<file path="src/rtl/pc_ras_sequencer_if.sv">
// Fetch-control bundle between the front end and the PC/RAS sequencer.
// The master drives the control events, and the slave returns the fetch address and the RAS status.
interface pc_ras_sequencer_if #(
  parameter int ADDR_W    = 32,
  parameter int RAS_DEPTH = 4
);
  localparam int CNT_W = $clog2(RAS_DEPTH) + 1;

  logic              stall_pipeline_i;
  logic              redirect_i;
  logic [ADDR_W-1:0] redirect_addr_i;
  logic              call_i;
  logic              return_i;
  logic [ADDR_W-1:0] program_counter_o;
  logic [CNT_W-1:0]  ras_count_o;
  logic              ras_empty_o;
  logic              ras_full_o;
  logic              ras_err_o;

  modport master (
    output stall_pipeline_i, redirect_i, redirect_addr_i, call_i, return_i,
    input  program_counter_o, ras_count_o, ras_empty_o, ras_full_o, ras_err_o
  );

  modport slave (
    input  stall_pipeline_i, redirect_i, redirect_addr_i, call_i, return_i,
    output program_counter_o, ras_count_o, ras_empty_o, ras_full_o, ras_err_o
  );
endinterface

</file>
<file path="src/rtl/pc_ras_sequencer.sv">
// Fetch program counter with a circular return-address stack.
// Redirect, stall, return, call and sequential increment are prioritised in that order.
module pc_ras_sequencer #(
  parameter int ADDR_W     = 32,
  parameter int START_ADDR = 2,
  parameter int INC        = 2,
  parameter int RAS_DEPTH  = 4
) (
  input  logic               clk_i,
  input  logic               reset_i,
  pc_ras_sequencer_if.slave  bus
);
  localparam int   PTR_W          = $clog2(RAS_DEPTH);
  localparam int   CNT_W          = PTR_W + 1;
  localparam logic STALL_PIPELINE = 1'b1;

  typedef enum logic [2:0] {
    OP_SEQ,
    OP_REDIRECT,
    OP_HOLD,
    OP_PUSH,
    OP_OVERFLOW,
    OP_POP,
    OP_UNDERFLOW,
    OP_SWAP
  } op_e;

  logic [ADDR_W-1:0] r_pc;
  logic [PTR_W-1:0]  r_ptr;
  logic [CNT_W-1:0]  r_count;
  logic              r_err;
  logic [ADDR_W-1:0] r_ras [RAS_DEPTH];

  op_e               w_op;
  logic              w_empty;
  logic              w_full;
  logic [ADDR_W-1:0] w_pc_inc;
  logic [PTR_W-1:0]  w_ptr_plus1;
  logic [ADDR_W-1:0] w_pc_next;
  logic [PTR_W-1:0]  w_ptr_next;
  logic [CNT_W-1:0]  w_count_next;
  logic              w_err_next;
  logic              w_ras_we;
  logic [PTR_W-1:0]  w_ras_waddr;

  assign w_empty     = (r_count == '0);
  assign w_full      = (r_count == CNT_W'(RAS_DEPTH));
  assign w_pc_inc    = r_pc + ADDR_W'(INC);
  assign w_ptr_plus1 = r_ptr + PTR_W'(1);

  // A simultaneous call and return on an empty stack falls through to a plain call.
  always_comb begin
    w_op = OP_SEQ;
    if (bus.redirect_i) begin
      w_op = OP_REDIRECT;
    end else if (bus.stall_pipeline_i == STALL_PIPELINE) begin
      w_op = OP_HOLD;
    end else if (bus.return_i && bus.call_i && !w_empty) begin
      w_op = OP_SWAP;
    end else if (bus.return_i && !bus.call_i) begin
      w_op = w_empty ? OP_UNDERFLOW : OP_POP;
    end else if (bus.call_i) begin
      w_op = w_full ? OP_OVERFLOW : OP_PUSH;
    end
  end

  always_comb begin
    // NOTE: every output of this block gets a default first, so no path can infer a latch.
    w_pc_next    = w_pc_inc;
    w_ptr_next   = r_ptr;
    w_count_next = r_count;
    w_err_next   = 1'b0;
    w_ras_we     = 1'b0;
    w_ras_waddr  = w_ptr_plus1;
    unique case (w_op)
      OP_REDIRECT:  w_pc_next = bus.redirect_addr_i;
      OP_HOLD:      w_pc_next = r_pc;
      OP_PUSH: begin
        w_ras_we     = 1'b1;
        w_ptr_next   = w_ptr_plus1;
        w_count_next = r_count + CNT_W'(1);
      end
      OP_OVERFLOW: begin
        w_ras_we   = 1'b1;
        w_ptr_next = w_ptr_plus1;
        w_err_next = 1'b1;
      end
      OP_POP: begin
        w_pc_next    = r_ras[r_ptr];
        w_ptr_next   = r_ptr - PTR_W'(1);
        w_count_next = r_count - CNT_W'(1);
      end
      OP_UNDERFLOW: w_err_next = 1'b1;
      OP_SWAP: begin
        w_pc_next   = r_ras[r_ptr];
        w_ras_we    = 1'b1;
        w_ras_waddr = r_ptr;
      end
      default: ;
    endcase
  end

  // NOTE: sequential state uses non-blocking assignments so every flop samples pre-edge values.
  always_ff @(posedge clk_i) begin
    if (reset_i) begin
      r_pc    <= ADDR_W'(START_ADDR);
      r_ptr   <= '0;
      r_count <= '0;
      r_err   <= 1'b0;
    end else begin
      r_pc    <= w_pc_next;
      r_ptr   <= w_ptr_next;
      r_count <= w_count_next;
      r_err   <= w_err_next;
    end
  end

  // NOTE: stack storage has no reset; entries are only read while the count says they are valid.
  always_ff @(posedge clk_i) begin
    if (!reset_i && w_ras_we) begin
      r_ras[w_ras_waddr] <= w_pc_inc;
    end
  end

  assign bus.program_counter_o = r_pc;
  assign bus.ras_count_o       = r_count;
  assign bus.ras_empty_o       = w_empty;
  assign bus.ras_full_o        = w_full;
  assign bus.ras_err_o         = r_err;
endmodule

</file>
<file path="src/flat_wrapper.sv">
// flat-port wrapper written by rule: the top's interface ports become plain ports
module pc_ras_sequencer_flat 
#(
  parameter int ADDR_W     = 32,
  parameter int START_ADDR = 2,
  parameter int INC        = 2,
  parameter int RAS_DEPTH  = 4
)
  (clk_i, reset_i, bus_stall_pipeline_i, bus_redirect_i, bus_redirect_addr_i, bus_call_i, bus_return_i, bus_program_counter_o, bus_ras_count_o, bus_ras_empty_o, bus_ras_full_o, bus_ras_err_o);
  pc_ras_sequencer_if #(.ADDR_W(ADDR_W), .RAS_DEPTH(RAS_DEPTH)) bus_i ();
  input  logic clk_i;
  input  logic reset_i;
  input wire logic [$bits(bus_i.stall_pipeline_i)-1:0] bus_stall_pipeline_i;
  input wire logic [$bits(bus_i.redirect_i)-1:0] bus_redirect_i;
  input wire logic [$bits(bus_i.redirect_addr_i)-1:0] bus_redirect_addr_i;
  input wire logic [$bits(bus_i.call_i)-1:0] bus_call_i;
  input wire logic [$bits(bus_i.return_i)-1:0] bus_return_i;
  output wire logic [$bits(bus_i.program_counter_o)-1:0] bus_program_counter_o;
  output wire logic [$bits(bus_i.ras_count_o)-1:0] bus_ras_count_o;
  output wire logic [$bits(bus_i.ras_empty_o)-1:0] bus_ras_empty_o;
  output wire logic [$bits(bus_i.ras_full_o)-1:0] bus_ras_full_o;
  output wire logic [$bits(bus_i.ras_err_o)-1:0] bus_ras_err_o;
  assign bus_i.stall_pipeline_i = bus_stall_pipeline_i;
  assign bus_i.redirect_i = bus_redirect_i;
  assign bus_i.redirect_addr_i = bus_redirect_addr_i;
  assign bus_i.call_i = bus_call_i;
  assign bus_i.return_i = bus_return_i;
  assign bus_program_counter_o = bus_i.program_counter_o;
  assign bus_ras_count_o = bus_i.ras_count_o;
  assign bus_ras_empty_o = bus_i.ras_empty_o;
  assign bus_ras_full_o = bus_i.ras_full_o;
  assign bus_ras_err_o = bus_i.ras_err_o;
  pc_ras_sequencer #(.ADDR_W(ADDR_W), .START_ADDR(START_ADDR), .INC(INC), .RAS_DEPTH(RAS_DEPTH)) u_core (.clk_i(clk_i), .reset_i(reset_i), .bus(bus_i));
endmodule
</file>
<file path="config.mk">
export PLATFORM = sky130hd
export DESIGN_NAME = pc_ras_sequencer_flat
export DESIGN_NICKNAME = d
export VERILOG_FILES = /design/src/rtl/pc_ras_sequencer_if.sv /design/src/rtl/pc_ras_sequencer.sv /design/src/flat_wrapper.sv
export SDC_FILE = /design/constraint.sdc
export NUM_CORES = 1
export LEC_CHECK = 0
export ABC_AREA = 0
export CAP_MARGIN = 20
export CORE_MARGIN = 2
export CORE_UTILIZATION = 40
export CTS_BUF_LIST = sky130_fd_sc_hd__clkbuf_2 sky130_fd_sc_hd__clkbuf_4 sky130_fd_sc_hd__clkbuf_8
export CTS_CLUSTER_SIZE = 28
export DETAILED_ROUTE_END_ITERATION = 7
export GPL_TIMING_DRIVEN = 1
export HOLD_SLACK_MARGIN = 0.08
export PLACE_DENSITY = 0.68
export SYNTH_ARGS = -nofsm -noshare
export SYNTH_HDL_FRONTEND = slang
export SYNTH_SLANG_ARGS = --single-unit
</file>
<file path="constraint.sdc">
create_clock -name clk_i -period 8.5 [get_ports clk_i]
set_clock_uncertainty 0.1 [all_clocks]
set_input_delay 1.7 -clock clk_i [delete_from_list [all_inputs] [get_ports clk_i]]
set_output_delay 1.7 -clock clk_i [all_outputs]
set_load 0.01 [all_outputs]
</file>
==> impl_metrics.yaml, run 1 <==
synth:
  synthCells: 584
  ys_async_sr_fraction_pct: 0
  syn_area_sq_um: 7700
  synth_edf_count: 128
  synth-seq-cells: 168
  avgSynthCellArea_sq_um: 13.2
  synth_top_flop_cell: "edfxtp_1"
  synth_nets: 624
  ys_seq_area_share_pct: 60.3
  yosysWarningCount: 0
  synth.distinct_cells: 66
worst_setup_path:
  crit_start: "bus_stall_pipeline_i"
  critPathKind: "primary input to flop"
  critPathSlowestCell: "nor2_2"
  crit_fanout: 24
  cp.buffers_inverters: 3
  critPathTopFamily: "simple AND/OR/NAND/NOR gates"
  worstPathCellList: "clkdlybuf4s50_1 -> buf_16 -> nor2_1 -> nand3_1 -> nor2_2 -> buf_4"
  reg2reg_to: "u_core.r_ras[0][7]$_DFFE_PP_"
  worst_setup_path_start_kind: "primary input"
  r2r_start: "u_core.bus.ras_count_o[2]$_SDFFE_PP0P_"
  end_kind: "flop"
  reg2reg_depth: 5
  reg2reg_slack_ns: 5.36
  cp_data_arrival_time_ns: 4.56
  cpPeakStageDelay_ns: 0.73
  cp_data_required_time_ns: 8.54
drt:
  ant_nets: 0
  wl_per_cell_um: 22.0
  drt-pass1-iter-count: 5
  wl_mm: 19.8
  first_iter_violations: 688
  vias: 5432
  vias_per_cell: 6.04
  drc: 0
sta:
  maxSlewViolCount: 0
  slew_headroom_pct: 36.1
  post-route-min-period_ns: 4.52
  tightest_slew_ns: 0.951
  hold_viol_final: 0
  fmaxAchievable_mhz: 221
  rsz0062_at_grt: "no"
  setup-violations-final: 0
  fin_crit_sh_pct: 53.2
  tns_ns: 0
worst_hold_path:
  worstHoldEndpoint: "u_core.r_ras[1][0]$_DFFE_PP_"
  worstHoldStart: "u_core.bus.program_counter_o[0]$_SDFFE_PP0P_"
  min_path_type: "flop to flop"
  worstHoldPathCells: 0
grt:
  grt_pass1_vias: 5465
  antenna_found_initial: 0
  grt_use_total_pct: 20.1
  grt_start_max_net_pins: 34
  grt_pass1_wl_mm: 30.6
  grt_overflow: 0
cts:
  h-tree-depth: 4
  clk_pin_slew_ns: 0.09
  cts_buffers: 17
  cts_tree: "built"
  cts_buffer_depth: 2
  ctsHoldBuffers: 0
  post_cts_buffers: 0
  cts-root-buf: "clkbuf_8"
  worstSkewPairLatency_ns: 0.46
  cts-resized-gates: 0
  cts_num_sinks: 168
place:
  place.port_buffers: 75
  placed_cells: 865
  hpwl_mm: 13.0
  globalplace.congestion: 0.896
power:
  ir_drop_v: 0.0000915
  power.density_nw_per_um2: 181
  p_leak_nw: 2.91
  total_power_mw: 1.64
run_status:
  outcome: "finished clean"
floorplanning:
  dieWidth_um: 143
  die_h_um: 143
  core-area_sq_um: 18800
  initial_core_util_pct: 41.0
  io_pins: 76
  dieArea_sq_um: 20400
  fp-row-count: 50
run:
  cap_violations: 0
cells_and_area:
  drive_above_1_share_pct: 15.0
  syn2layout_area_growth_pct: 17.6
  finalNetCount: 692
  final_cells: 899
  antenna_cells: 0
==> final cells by class <==
cell class	count	area, sq um
flip-flops and latches	168	4650
repair buffers	87	868
multi-input cells	366	2850
clock inverters	14	109
inverters	12	45.0
clock buffers	18	241
fillers	1619	9710
well taps	234	293
==> kinds of logic (layout without fill, tap and decap cells) <==
group | after synthesis | after routing | share of synthesized area [%]
adder cells (fa/ha/maj) | 2 | 2 | 0.325
XOR/XNOR | 33 | 33 | 3.75
multiplexers | 40 | 40 | 10.4
flip-flops | 168 | 168 | 60.3
AO/OA/AOI/OAI | 126 | 126 | 11.3
AND/OR/NAND/NOR | 165 | 165 | 11.1
buffers and inverters | 50 | 131 | 2.78
==> per-stage QoR <==
step	setup WS, ns	hold WS, ns	util (%)	area, sq um
detailed placement	3.10	0.439	46.2	8660
CTS	3.61	0.449	48.0	9010
global route	3.88	0.471	48.2	9050
global placement	3.24	0.437	46.2	8660
floorplan	3.95	0.379	-	7700
finish	3.98	0.447	48.2	9050
==> cells in the mapped netlist, types with 6 or more instances <==
| master | instances | area (sq um) |
|---|---|---|
| nor2_1 | 40 | 150 |
| nand2_1 | 36 | 135 |
| nand3_1 | 16 | 80.1 |
| nor4_1 | 7 | 43.8 |
| nand2b_1 | 6 | 37.5 |
| clkbuf_1 | 19 | 71.3 |
| inv_1 | 11 | 41.3 |
| buf_2 | 11 | 55.1 |
| nor3_1 | 17 | 85.1 |
| o21ai_0 | 24 | 120 |
| nand4_1 | 9 | 56.3 |
| a221oi_1 | 7 | 61.3 |
| xnor2_1 | 21 | 184 |
| mux4_2 | 32 | 721 |
| xor2_1 | 12 | 105 |
| dfxtp_1 | 40 | 801 |
| mux2i_1 | 6 | 60.1 |
| a21oi_1 | 35 | 175 |
| edfxtp_1 | 128 | 3840 |
==> sequential cells by signal, indices dropped and copies added (netlist names), named ones only <==
| register | cells |
|---|---|
| u_core.r_ptr | 2 |
| u_core.bus.program_counter_o | 32 |
| u_core.bus.ras_count_o | 3 |
| u_core.r_ras | 128 |
| u_core.bus.ras_err_o | 1 |
==> layout by cell type, fill, tap and decap left out, types with 5 or more instances in the layout <==
cell type          n
edfxtp_1         128
clkdlybuf4s50_1   75
dfxtp_1           39
nand2_1           36
nor2_1            36
a21oi_1           35
mux4_2            32
o21ai_0           24
xnor2_1           21
nor3_1            17
clkbuf_8          17
nand3_1           16
xor2_1            12
inv_1             11
buf_4             10
nand4_1            9
nor4_1             7
a221oi_1           7
nand2b_1           6
mux2i_1            6
nor2_2             5
o211ai_1           5
a21o_1             5
o221a_2            5
clkinv_2           5
==> worst max-delay path by stage <==
stage / endpoint / slack (ns) / cells past startpoint
after floorplan: u_core.r_ras[1][0]$_DFFE_PP_ / 3.95 / 5
after global placement: u_core.r_ras[0][6]$_DFFE_PP_ / 3.24 / 5
after detailed placement: u_core.r_ras[0][3]$_DFFE_PP_ / 3.10 / 5
after CTS: u_core.r_ras[0][7]$_DFFE_PP_ / 3.61 / 5
after global routing: u_core.r_ras[0][10]$_DFFE_PP_ / 3.88 / 6
final: u_core.r_ras[0][7]$_DFFE_PP_ / 3.98 / 6
==> metal layers <==
metal / wire (um) / global-route usage [%] / part of all wire, %
met4: 476 / 7.71 / 2.4
met1: 8170 / 27.2 / 41
met3: 1730 / 4.23 / 8.7
met5: 0 / 0 / 0
met2: 9420 / 32.1 / 48
==> where the power goes <==
part / leakage [nW] / switching (mW) / internal, mW
logic: 1.23 / 0.0938 / 0.0894
registers: 1.50 / 0.0329 / 0.907
clock network: 0.182 / 0.288 / 0.230
No activity file was read; power rests on OpenSTA's default activity.
==> inputs of run 2 (changes only) <==
--- a/config.mk
+++ b/config.mk
@@ -14,7 +14,7 @@
 export DETAILED_ROUTE_END_ITERATION = 7
 export GPL_TIMING_DRIVEN = 1
 export HOLD_SLACK_MARGIN = 0.08
-export PLACE_DENSITY = 0.68
+export PLACE_DENSITY = 0.71
 export SYNTH_ARGS = -nofsm -noshare
 export SYNTH_HDL_FRONTEND = slang
 export SYNTH_SLANG_ARGS = --single-unit
==> constraint.sdc (replaced) <==
create_clock -name clk_i -period 3.92 [get_ports clk_i]
set_clock_uncertainty 0.1 [all_clocks]
set_input_delay 0.784 -clock clk_i [delete_from_list [all_inputs] [get_ports clk_i]]
set_output_delay 0.784 -clock clk_i [all_outputs]
set_load 0.01 [all_outputs]
==> run 2 against run 1 <==
Net effect: routed wire length up 3.1%; die area unchanged; first-iteration DRC count up 4.1%; critical endpoint is now u_core.bus.ras_count_o[2]$_SDFFE_PP0P_.
==> impl_metrics.yaml, run 2 (synthesis gave the netlist of run 1 again) <==
run_status:
  outcome: "finished clean"
power:
  power.density_nw_per_um2: 403
  switching_share_pct: 23.7
  pwr-share-comb_pct: 10.8
  total_power_mw: 3.70
  p_clk_share_pct: 34.1
  p_leak_nw: 3.00
  p_sw_mw: 0.878
  p_seq_share_pct: 55.1
  p_int_mw: 2.82
  ir_drop_v: 0.000218
cts:
  cts-root-buf: "clkbuf_8"
  worstSkewPairLatency_ns: 0.48
  ctsHoldBuffers: 0
  h-tree-depth: 4
  cts_buffers: 17
  cts_tree: "built"
  cts_num_sinks: 168
  post_cts_buffers: 0
  clk_pin_slew_ns: 0.09
  cts-resized-gates: 0
  cts_buffer_depth: 2
cells_and_area:
  antenna_cells: 0
  largest-register: "u_core.r_ras"
  finalNetCount: 705
  fin_area_sq_um: 9190
  largest_register_ff_count: 128
  drive_above_1_share_pct: 17.1
  final_common_cell: "edfxtp_1"
  utilization_pct: 48.9
  mostFrequentLayoutCells: "128 x edfxtp_1, 75 x clkdlybuf4s50_1, 39 x dfxtp_1, 36 x nand2_1, 36 x nor2_1"
  syn2layout_area_growth_pct: 19.3
  fillers: 1557
floorplanning:
  die_h_um: 143
  core-area_sq_um: 18800
  dieWidth_um: 143
  initial_core_util_pct: 41.0
  dieArea_sq_um: 20400
  fp-row-count: 50
  io_pins: 76
worst_setup_path:
  cp_data_arrival_time_ns: 3.36
  crit_top_cell: "a21oi_1"
  reg2reg_depth: 6
  worstPathCellList: "clkdlybuf4s50_1 -> nor4b_1 -> nand2_1 -> a21oi_1 -> xor2_1 -> ha_1 -> a2111o_1 -> a21oi_1 -> mux2_2"
  crit_fanout: 11
  critPathSlowestCell: "clkdlybuf4s50_1"
  worst_setup_path_start_kind: "primary input"
  cp_data_required_time_ns: 4.19
  reg2reg_slack_ns: 1.09
  cpPeakStageDelay_ns: 0.67
  r2r_start: "u_core.bus.ras_count_o[2]$_SDFFE_PP0P_"
  reg2reg_to: "u_core.bus.program_counter_o[29]$_SDFFE_PP0P_"
  end_kind: "flop"
  critPathKind: "primary input to flop"
drt:
  wl_mm: 20.4
  wl_per_cell_um: 22.4
  vias: 5552
  ant_nets: 0
  vias_per_cell: 6.09
  first_iter_violations: 716
  drt-pass1-iter-count: 5
  drc: 0
sta:
  fin_crit_sh_pct: 78.6
  setup-violations-final: 0
  post-route-min-period_ns: 3.08
  slew_headroom_pct: 44.7
  rsz0062_at_grt: "no"
  tns_ns: 0
  tightest_slew_ns: 0.829
  fmaxAchievable_mhz: 324
  hold_viol_final: 0
  maxSlewViolCount: 0
place:
  place.port_buffers: 75
  globalplace.congestion: 0.896
  placed_area_sq_um: 8770
  hpwl_mm: 13.7
grt:
  antenna_found_initial: 0
  gr-usage-met1_pct: 27.2
  grt_use_total_pct: 20.9
  met2_usage_pct: 34.8
  grt_pass1_wl_mm: 31.7
  grt_use_met3_pct: 4.09
  grt_pass1_vias: 5626
  grt_overflow: 0
  busiest_layer: "met2"
  grt_start_max_net_pins: 33
worst_hold_path:
  worstHoldPathCells: 0
  min_path_type: "flop to flop"
  worstHoldStart: "u_core.bus.program_counter_o[0]$_SDFFE_PP0P_"
  worstHoldEndpoint: "u_core.r_ras[1][0]$_DFFE_PP_"
run:
  cap_violations: 0
-- run 2: cell count changes in the layout (fill, tap and decap cells not counted), moves of 2 or more --
cell      change
clkbuf_4      +3
clkinv_1      -3
clkinv_2      -2
buf_4        +15
clkbuf_8      +4
clkinv_4      -3
-- run 2: critical path, delay by kind of cell --
family / cells / cell delay [ns]
buf+inv: 1 / 0.67
compound gates: 3 / 0.67
simple gates: 2 / 0.57
mux: 1 / 0.35
fa+ha+maj: 1 / 0.22
xor+xnor: 1 / 0.10
-- run 2: power groups by stage --
stage / combinational [mW] / sequential (mW) / clock (mW)
after floorplan: 0.226 / 2.06 / 0
after global placement: 0.385 / 2.08 / 0
after detailed placement: 0.394 / 2.08 / 0
after CTS: 0.398 / 2.04 / 1.28
after global routing: 0.430 / 2.05 / 1.35
final: 0.399 / 2.04 / 1.26
-- run 2: layout make-up --
| class | count | area, sq um | area share [%] |
|---|---|---|---|
| clock inverters | 7 | 91.3 | 0.994 |
| clock buffers | 25 | 319 | 3.47 |
| repair buffers | 100 | 938 | 10.2 |
| inverters | 12 | 45.0 | 0.490 |
| flip-flops and latches | 168 | 4650 | 50.6 |
| well taps | 234 | 293 | 3.19 |
| multi-input cells | 366 | 2850 | 31.1 |
-- run 2: how the worst max path moves through the flow --
| stage | startpoint | end | slack (ns) |
|---|---|---|---|
| final | bus_call_i | u_core.bus.ras_count_o[2]$_SDFFE_PP0P_ | 0.84 |
| after global routing | bus_call_i | u_core.bus.ras_count_o[2]$_SDFFE_PP0P_ | 0.75 |
| after floorplan | bus_redirect_i | u_core.r_ras[1][0]$_DFFE_PP_ | 0.29 |
| after CTS | u_core.bus.ras_count_o[2]$_SDFFE_PP0P_ | bus_ras_full_o | 0.85 |
| after detailed placement | bus_call_i | u_core.bus.ras_count_o[2]$_SDFFE_PP0P_ | 0.41 |
| after global placement | bus_call_i | u_core.bus.ras_count_o[2]$_SDFFE_PP0P_ | 0.59 |
-- run 2: layer usage --
metal / vias up / wire length, um
li1: 2440 / -
met1: 2724 / 8100
met2: 337 / 10000
met3: 51 / 1840
met4: 0 / 462
met5: - / 0
-- run 2: per-stage QoR --
stage                     cells  hold slack [ns]  setup WS [ns]
after floorplan             584            0.379          0.286
after global placement      880            0.429          0.587
after detailed placement    880            0.436          0.411
after CTS                   912            0.448          0.853
after global routing        912            0.463          0.752
final                       912            0.448          0.838
